### src/rtl/decim_pkg.sv
// Shared types and window-length helpers for the sigma-delta decimation controller.
package decim_pkg;

  typedef enum logic [1:0] {
    IDLE   = 2'd0,
    CLEAR  = 2'd1,
    SETTLE = 2'd2,
    RUN    = 2'd3
  } state_e;

  localparam int L_MODE0 = 256;
  localparam int L_MODE1 = 1024;

  function automatic logic [10:0] window_len(input logic mode);
    return mode ? 11'(L_MODE1) : 11'(L_MODE0);
  endfunction

  // Index of the final bit in a window; L-1 always fits the 10-bit counter.
  function automatic logic [9:0] last_bit(input logic mode);
    logic [10:0] len;
    len = window_len(mode);
    return 10'(len - 11'd1);
  endfunction

endpackage

### src/rtl/decim_obuf.sv
// Two-entry valid/ready output buffer; the head word is presented on dout.
module decim_obuf #(
  parameter int DEPTH = 2
) (
  input  logic        clk,
  input  logic        rst,
  input  logic        push,
  input  logic        pop,
  input  logic [15:0] din,
  output logic [15:0] dout,
  output logic        dvalid,
  output logic        full
);

  logic [1:0]  count_q, count_d;
  logic [15:0] head_q, head_d;
  logic [15:0] tail_q, tail_d;
  logic        dvalid_q, dvalid_d;
  logic        push_ok;

  assign full    = (count_q == 2'(DEPTH));
  assign push_ok = push && (!full || pop);
  assign dout    = head_q;
  assign dvalid  = dvalid_q;

  always_comb begin
    count_d = count_q;
    head_d  = head_q;
    tail_d  = tail_q;
    case ({push_ok, pop})
      2'b10: begin
        if (count_q == 2'd0) begin
          head_d = din;
        end else begin
          tail_d = din;
        end
        count_d = count_q + 2'd1;
      end
      2'b01: begin
        // Popping the last word leaves the stale head in place; only dvalid drops.
        if (count_q == 2'd2) begin
          head_d = tail_q;
        end else begin
          head_d = head_q;
        end
        count_d = count_q - 2'd1;
      end
      2'b11: begin
        if (count_q == 2'd2) begin
          head_d = tail_q;
          tail_d = din;
        end else begin
          head_d = din;
        end
      end
      default: begin
        count_d = count_q;
      end
    endcase
    dvalid_d = (count_d != 2'd0);
  end

  always_ff @(posedge clk) begin
    if (rst) begin
      count_q  <= 2'd0;
      head_q   <= 16'd0;
      tail_q   <= 16'd0;
      dvalid_q <= 1'b0;
    end else begin
      count_q  <= count_d;
      head_q   <= head_d;
      tail_q   <= tail_d;
      dvalid_q <= dvalid_d;
    end
  end

endmodule

### src/rtl/decim_ctrl.sv
// Decimation window sequencer: frames windows with EN/CLR/LAST strobes, discards
// settling words after START and queues finished words into the output buffer.
module decim_ctrl
  import decim_pkg::*;
#(
  parameter int SETTLE_WORDS = 2,
  parameter int FIFO_DEPTH   = 2
) (
  input  logic        CLK,
  input  logic        RST,
  input  logic        START,
  input  logic        STOP,
  input  logic        MODE_REQ,
  output logic        DEC_MODE,
  output logic        DEC_EN,
  output logic        DEC_CLR,
  output logic        DEC_LAST,
  input  logic [15:0] Q_IN,
  output logic [15:0] DOUT,
  output logic        DVALID,
  input  logic        DREADY,
  output logic        BUSY,
  output logic        OVERRUN,
  output logic [15:0] WORD_CNT
);

  state_e      state_q, state_d;
  logic [9:0]  cnt_q, cnt_d;
  logic [3:0]  settle_q, settle_d;
  logic        mode_q, mode_d;
  logic        ovr_q, ovr_d;
  logic [15:0] wcnt_q, wcnt_d;
  logic        en_q, en_d;
  logic        clr_q, clr_d;
  logic        last_q, last_d;
  logic        cap_q, cap_d;
  logic        capture, push, pop, full, active_d;
  logic [9:0]  cnt_wrap;

  assign capture  = cap_q && ((state_q == SETTLE) || (state_q == RUN));
  assign pop      = DVALID && DREADY;
  assign cnt_wrap = (cnt_q == last_bit(mode_q)) ? 10'd0 : (cnt_q + 10'd1);

  always_comb begin
    state_d  = state_q;
    cnt_d    = cnt_q;
    settle_d = settle_q;
    mode_d   = mode_q;
    ovr_d    = ovr_q;
    wcnt_d   = wcnt_q;
    push     = 1'b0;
    case (state_q)
      IDLE: begin
        cnt_d = 10'd0;
        if (START) begin
          mode_d   = MODE_REQ;
          ovr_d    = 1'b0;
          wcnt_d   = 16'd0;
          settle_d = 4'(SETTLE_WORDS);
          state_d  = CLEAR;
        end
      end
      CLEAR: begin
        cnt_d   = 10'd1;
        state_d = (settle_q != 4'd0) ? SETTLE : RUN;
      end
      SETTLE: begin
        cnt_d = cnt_wrap;
        if (capture) begin
          settle_d = settle_q - 4'd1;
          if (settle_q <= 4'd1) begin
            state_d = RUN;
          end
        end
      end
      RUN: begin
        cnt_d = cnt_wrap;
        if (capture) begin
          if (!full || pop) begin
            push   = 1'b1;
            wcnt_d = wcnt_q + 16'd1;
          end else begin
            ovr_d = 1'b1;
          end
        end
      end
      default: begin
        state_d = IDLE;
      end
    endcase
    // Abort drops the partial window but leaves any capture of this cycle processed.
    if (STOP && (state_q != IDLE)) begin
      state_d = IDLE;
      cnt_d   = 10'd0;
    end
    active_d = (state_d != IDLE);
    en_d     = active_d;
    clr_d    = active_d && (cnt_d == 10'd0);
    last_d   = active_d && (cnt_d == last_bit(mode_d));
    cap_d    = last_q;
  end

  always_ff @(posedge CLK) begin
    if (RST) begin
      state_q  <= IDLE;
      cnt_q    <= 10'd0;
      settle_q <= 4'd0;
      mode_q   <= 1'b0;
      ovr_q    <= 1'b0;
      wcnt_q   <= 16'd0;
      en_q     <= 1'b0;
      clr_q    <= 1'b0;
      last_q   <= 1'b0;
      cap_q    <= 1'b0;
    end else begin
      state_q  <= state_d;
      cnt_q    <= cnt_d;
      settle_q <= settle_d;
      mode_q   <= mode_d;
      ovr_q    <= ovr_d;
      wcnt_q   <= wcnt_d;
      en_q     <= en_d;
      clr_q    <= clr_d;
      last_q   <= last_d;
      cap_q    <= cap_d;
    end
  end

  decim_obuf #(
    .DEPTH (FIFO_DEPTH)
  ) u_obuf (
    .clk    (CLK),
    .rst    (RST),
    .push   (push),
    .pop    (pop),
    .din    (Q_IN),
    .dout   (DOUT),
    .dvalid (DVALID),
    .full   (full)
  );

  assign DEC_MODE = mode_q;
  assign DEC_EN   = en_q;
  assign DEC_CLR  = clr_q;
  assign DEC_LAST = last_q;
  assign BUSY     = (state_q != IDLE);
  assign OVERRUN  = ovr_q;
  assign WORD_CNT = wcnt_q;

endmodule
### config.mk
export PLATFORM = sky130hd
export DESIGN_NAME = decim_ctrl
export DESIGN_NICKNAME = d
export VERILOG_FILES = /design/src/rtl/decim_pkg.sv /design/src/rtl/decim_obuf.sv /design/src/rtl/decim_ctrl.sv
export SDC_FILE = /design/constraint.sdc
export NUM_CORES = 1
export LEC_CHECK = 0
export ABC_AREA = 1
export CORE_MARGIN = 3
export CORE_UTILIZATION = 53
export CTS_BUF_LIST = sky130_fd_sc_hd__clkbuf_8 sky130_fd_sc_hd__clkbuf_16
export CTS_CLUSTER_DIAMETER = 40
export DETAILED_ROUTE_END_ITERATION = 10
export PLACE_DENSITY = 0.81
export SYNTH_ARGS = -nofsm -noshare
export SYNTH_HDL_FRONTEND = slang
export SYNTH_SLANG_ARGS = --single-unit
export TNS_END_PERCENT = 30
### constraint.sdc
create_clock -name CLK -period 2.6 [get_ports CLK]
set_input_delay 0.52 -clock CLK [delete_from_list [all_inputs] [get_ports CLK]]
set_output_delay 0.52 -clock CLK [all_outputs]
set_load 0.02 [all_outputs]
==> Word level (Yosys, flattened, before mapping) <==
Cells that the tools add are included.
{ "totals": {"ff_bits": 73, "in_bits": 22, "out_inout_bits": 39, "wordCells": 101} }
{ "op_classes": {"n_addsub": 7, "n_lt_le_gt_ge": 1, "eq_ne": 18, "n_mux": 35, "reduce_logical": 26} }
{ "ops": {"columns": ["op", "count"], "rows": [
  ["16-bit two-way mux", 8],
  ["16-bit one-hot mux with 2 select lines", 2],
  ["16-bit one-hot mux with 3 select lines", 1],
  ["10-bit one-hot mux with 3 select lines", 1],
  ["10-bit == test", 2],
  ["10-bit two-way mux", 2],
  ["10-bit by 1-bit subtractor with 10-bit output (second input constant)", 2],
  ["9-bit two-way mux", 2],
  ["16-bit by 1-bit adder with 16-bit output (second input constant)", 1],
  ["2-bit nonzero test", 6],
  ["10-bit by 1-bit adder with 10-bit output (second input constant)", 1],
  ["2-bit == test (second input constant)", 5],
  ["10-bit logical NOT", 1],
  ["2-bit != test (second input constant)", 5],
  ["1-bit two-way mux", 9],
  ["3-bit AND reduction", 3],
  ["2-bit two-way mux", 4],
  ["4-bit two-way mux", 2],
  ["2-bit by 1-bit != test with 1-bit output (second input constant)", 4],
  ["4-bit one-hot mux with 2 select lines", 1],
  ["4-bit AND reduction", 2],
  ["1-bit logical AND", 6],
  ["2-bit one-hot mux with 3 select lines", 1],
  ["2-bit by 1-bit == test with 1-bit output (second input constant)", 2],
  ["12 further kinds", 14]
]} }

==> Depth between registers and ports, before layout <==
{ "depth": {"ltp_word": 10, "ltp_mapped": 12} }

==> Cells and area by module <==
A second synthesis with hierarchy kept.
{ "hier_totals": {"hier_cells": 604, "area_unflattened_um2": 3948.8} }
{ "modules_own_cells": {"columns": ["module", "instances", "cells_each", "area_per_inst_um2", "seq_area_each_um2"], "rows": [
  ["decim_ctrl", 1, 329, 2139.6, 760.7],
  ["decim_obuf", 1, 275, 1809.2, 700.7]
]} }

==> Worst setup path after synthesis <==
No wires, ideal clock.
{ "synth_path": {"path_type": "input to register", "start": "input DREADY", "end": "register u_obuf.head_q[10] (netlist: u_obuf.dout[10])", "setup_time_ps": 70, "arrival_ps": 2099, "slack_ps": 431, "path_stages": 9, "n_path_buf": 2, "path_cell_list": "nand2_1 -> inv_2 -> clkbuf_1 -> ha_1 -> inv_1 -> o21ai_2 -> clkbuf_1 -> nand3_1 -> a21oi_1"} }
{ "synth_via": {"elab_chain_len": 9} }
{ "synth_lines": {"columns": ["element", "line", "text"], "rows": [
  ["start: declaration", "decim_ctrl.sv:21", "input logic DREADY,"],
  ["1-bit logical AND *", "decim_ctrl.sv:41", "assign pop = DVALID && DREADY;"],
  ["1-bit logical OR", "decim_obuf.sv:22, decim_ctrl.sv:79", null],
  ["1-bit two-way mux", "decim_ctrl.sv:79", "if (!full || pop) begin"],
  ["1-bit two-way mux", "decim_ctrl.sv:78", "if (capture) begin"],
  ["1-bit two-way mux", "decim_ctrl.sv:52", "case (state_q)"],
  ["1-bit logical AND", "decim_obuf.sv:22", "assign push_ok = push && (!full || pop);"],
  ["2-bit by 1-bit == test with 1-bit output or 2-bit == test (tied branches)", "decim_obuf.sv:30", "case ({push_ok, pop})"],
  ["2-bit by 1-bit != test with 1-bit output (no line) or 3-bit nonzero test (tied branches)", null, null],
  ["3-bit AND reduction (no line)", null, null],
  ["end signal: assignment", "decim_obuf.sv:66", "head_q <= 16'd0;"],
  ["end signal: assignment", "decim_obuf.sv:71", "head_q <= head_d;"],
  ["end: declaration", "decim_obuf.sv:16", "logic [15:0] head_q, head_d;"]
]} }
Every way passes the cells marked *; elsewhere a longest branch is shown, timed or not.
A chain may end at the register's enable or synchronous reset.

==> Final worst setup path <==
{ "layout_path": {"start": "input DREADY", "end": "register u_obuf.head_q[1] (netlist: u_obuf.dout[1])"} }
The elaborated chain is that of the path after synthesis.

==> impl_metrics.yaml <==
synthesis:
  synth_seq_cells: 73
  ys_seq_area_share_pct: 40.4
  synth_top_cell_area_share_pct: 40.4
  yosysWarnings: 0
  async_reset_ff_share_pct: 0
  netlist_instances: 511
  yosys.area.top_type: "dfxtp_1"
  synthesis.area_um2: 3620
  post-synth-top-count-cell: "nand2_1"
  yosys-top-cells-count: "nand2_1, dfxtp_1, inv_1"
  syn-num-nets: 541
  synth_flop_cell: "dfxtp_1"
  synth_edf_count: 0
  synth_cell_types: 31
  avgSynthCellArea_um2: 7.08
  synthTopCellsByArea: "dfxtp_1, nand2_1, a21oi_1"
power:
  p_per_area_nw_per_um2: 524
  p_leak_nw: 1.82
  peakVddDrop_v: 0.000434
sta:
  hold_viol_final: 0
  tightest_slew_ns: 0.431
  drv_slew: 0
  skew_ns: 0.00985
  finalSetupTns_ns: 0
  setup_viol: 0
  period_needed_ns: 2.20
  rsz0062_at_grt: "false"
  period_share_pct: 84.6
  timing.final.ws_setup_ns: 0.401
  relSlewSlack_pct: 71.0
  timing.fmax_mhz: 455
clock_tree:
  postCtsSetupRepairBufs: 0
  clock_latency_ns: 0.34
  clock-root-buffer: "clkbuf_8"
  cts_tree: "yes"
  clkSinkCount: 73
  postCtsHoldBufs: 0
  cts_buffers: 9
  htreeDepth: 3
  cts_max_path_buffers: 2
  path_clk_slew_ns: 0.07
  post_cts_resized: 0
die:
  ioPinCount: 61
  rows: 29
  die_width_um: 88.6
  die_y_um: 88.6
  start_util_pct: 55.7
  core_area_um2: 6490
  die_area_um2: 7850
cells_and_area:
  multi_input_area_um2: 1810
  n_fill_cell: 520
  drive_above_1_share_pct: 8.82
  diodes: 0
  layout.nets: 604
  synthToLayoutAreaGrowth_pct: 26.2
  seqCellArea_um2: 1460
hold_path:
  hold_end: "settle_q[3]"
  hp-class: "reg -> reg"
  hold_depth: 2
  hold_path.startpoint: "settle_q[3]"
placed_design:
  io_buffers: 60
  post-place-ws_ns: 0.0527
  dp_hpwl_mm: 6.32
  place.gp.congestion: 0.916
drt:
  route.detailed.wl_per_inst_um: 13.3
  routed-via-count: 3573
  avgViaCountPerCell: 5.45
  drtPass1Iterations: 4
  ant_nets: 0
  totalWireLength_mm: 8.70
  dr.first_iter.drc_count: 227
  drcViolationCount: 0
setup_path:
  r2r_setup_slack_ns: 0.43
  r2r-start: "state_q[0]"
  startpoint_type: "input pin"
  required_ns: 2.83
  cp_max_fo: 32
  worstSetupPathType: "in -> reg"
  crit_path_end_kind: "flip-flop"
  arrival_ns: 2.43
  r2r-end: "u_obuf.dout[1]"
  ff2ff_path_depth: 12
global_routing:
  gr-total-overflow: 0
  grt_max_degree: 35
  antenna_found_initial: 0
  grt_usage_pct: 23.3
  grt_pass1_vias: 3422
  grt_pass1_wl_mm: 14.5
outcome:
  status: "finished, final reports clean"
job:
  maxCapViolCount: 0
-- stage by stage --
step | power (mW) | cell area [µm²] | std cells | util [%] | hold WS (ns)
finish | 2.40 | 4570 | 655 | 70.3 | 0.478
global placement | 1.37 | 4340 | 640 | 66.8 | 0.452
CTS | 2.42 | 4570 | 655 | 70.3 | 0.474
global route | 2.49 | 4570 | 655 | 70.3 | 0.496
detailed placement | 1.38 | 4340 | 640 | 66.8 | 0.461
floorplan | 1.30 | 3620 | 511 | - | 0.449
-- metal layers --
| layer | GRT usage, % | wire, µm | up-vias |
|---|---|---|---|
| met5 | 0 | 0 | - |
| met4 | 7.01 | 127 | 0 |
| met3 | 6.24 | 408 | 12 |
| met2 | 42.0 | 4410 | 95 |
| met1 | 26.9 | 3760 | 1654 |
| li1 | - | - | 1812 |
-- placed cells by master (no fill, tap or decap) --
| cell type | synthesis | final |
|---|---|---|
| a31o_2 | 3 | 3 |
| o21ai_1 | 13 | 13 |
| clkdlybuf4s50_1 | 0 | 60 |
| ha_1 | 8 | 8 |
| a21oi_2 | 1 | 1 |
| inv_1 | 65 | 66 |
| clkbuf_8 | 0 | 9 |
| xor2_1 | 3 | 3 |
| o22ai_1 | 1 | 1 |
| nor2_1 | 50 | 50 |
| nor2_2 | 3 | 3 |
| a21oi_1 | 50 | 50 |
| nor2_4 | 3 | 3 |
| nand3_4 | 2 | 2 |
| buf_4 | 1 | 8 |
| buf_12 | 0 | 2 |
| nand2_2 | 6 | 6 |
| o21bai_1 | 3 | 3 |
| inv_2 | 6 | 6 |
| nor3_1 | 11 | 11 |
| dfxtp_1 | 73 | 73 |
| nand2_1 | 88 | 88 |
| nand4_1 | 18 | 18 |
| bufinv_16 | 0 | 3 |
| o21ai_2 | 1 | 1 |
| o21a_1 | 17 | 17 |
| clkinv_2 | 1 | 1 |
| nor3b_1 | 1 | 1 |
| clkinvlp_4 | 0 | 2 |
| nand3_1 | 31 | 31 |
| a32o_1 | 1 | 1 |
| o21ai_0 | 32 | 32 |
| nor3b_2 | 1 | 1 |
| a211oi_1 | 1 | 1 |
-- area by class of cell --
class,instances,share of cell area (%)
inverter,72,5.94
tap,77,2.11
timing repair buffer,70,15.3
clock inverter,6,2.38
multi-input combinational,348,39.5
sequential,73,32.0
clock buffer,9,2.71
-- worst max path at each step --
stage,startpoint,endpoint,slack (ns),cells past startpoint
3_3_place_gp,DREADY,u_obuf.dout[8],0.15,13
3_5_place_dp,DREADY,u_obuf.dout[1],0.05,13
2_1_floorplan,DREADY,u_obuf.dout[10],0.43,9
5_1_grt,DREADY,u_obuf.dout[4],0.25,13
6_report,DREADY,u_obuf.dout[1],0.40,13
4_1_cts,DREADY,u_obuf.dout[1],0.40,13
-- sequential cells by signal (all words and copies together), names as in the netlist --
| name | cells |
|---|---|
| u_obuf.count_q | 2 |
| DEC_CLR | 1 |
| u_obuf.dvalid | 1 |
| DEC_EN | 1 |
| OVERRUN | 1 |
| state_q | 2 |
| u_obuf.dout | 16 |
| WORD_CNT | 16 |
| settle_q | 4 |
| u_obuf.tail_q | 16 |
| DEC_LAST | 1 |
| DEC_MODE | 1 |
| cnt_q | 10 |
| cap_q | 1 |
-- worst max-delay path, cell delays in order --
cell	delay [ns]
clkdlybuf4s50_1	0.45
nand2_1	0.07
inv_2	0.06
nor2_1	0.04
nor2_1	0.17
inv_1	0.09
ha_1	0.22
inv_1	0.09
nor2_1	0.06
nor3b_2	0.24
buf_12	0.22
o21a_1	0.13
a21oi_1	0.06
-- power by group --
group	leakage, nW	internal, mW	switching [mW]	total (mW)
sequential	0.590	1.13	0.0141	1.15
clock	0.113	0.628	0.415	1.04
combinational	1.11	0.0824	0.121	0.203
total	1.82	1.85	0.550	2.40
-- cell families after synthesis --
logic type | share of synthesized area, %
XOR/XNOR | 0.726
adder cells (fa/ha/maj) | 2.77
AND/OR/NAND/NOR | 27.2
AO/OA/AOI/OAI | 19.2
flip-flops | 40.4
buffers and inverters | 9.72
Note: power is estimated with default switching activity, not from simulation.
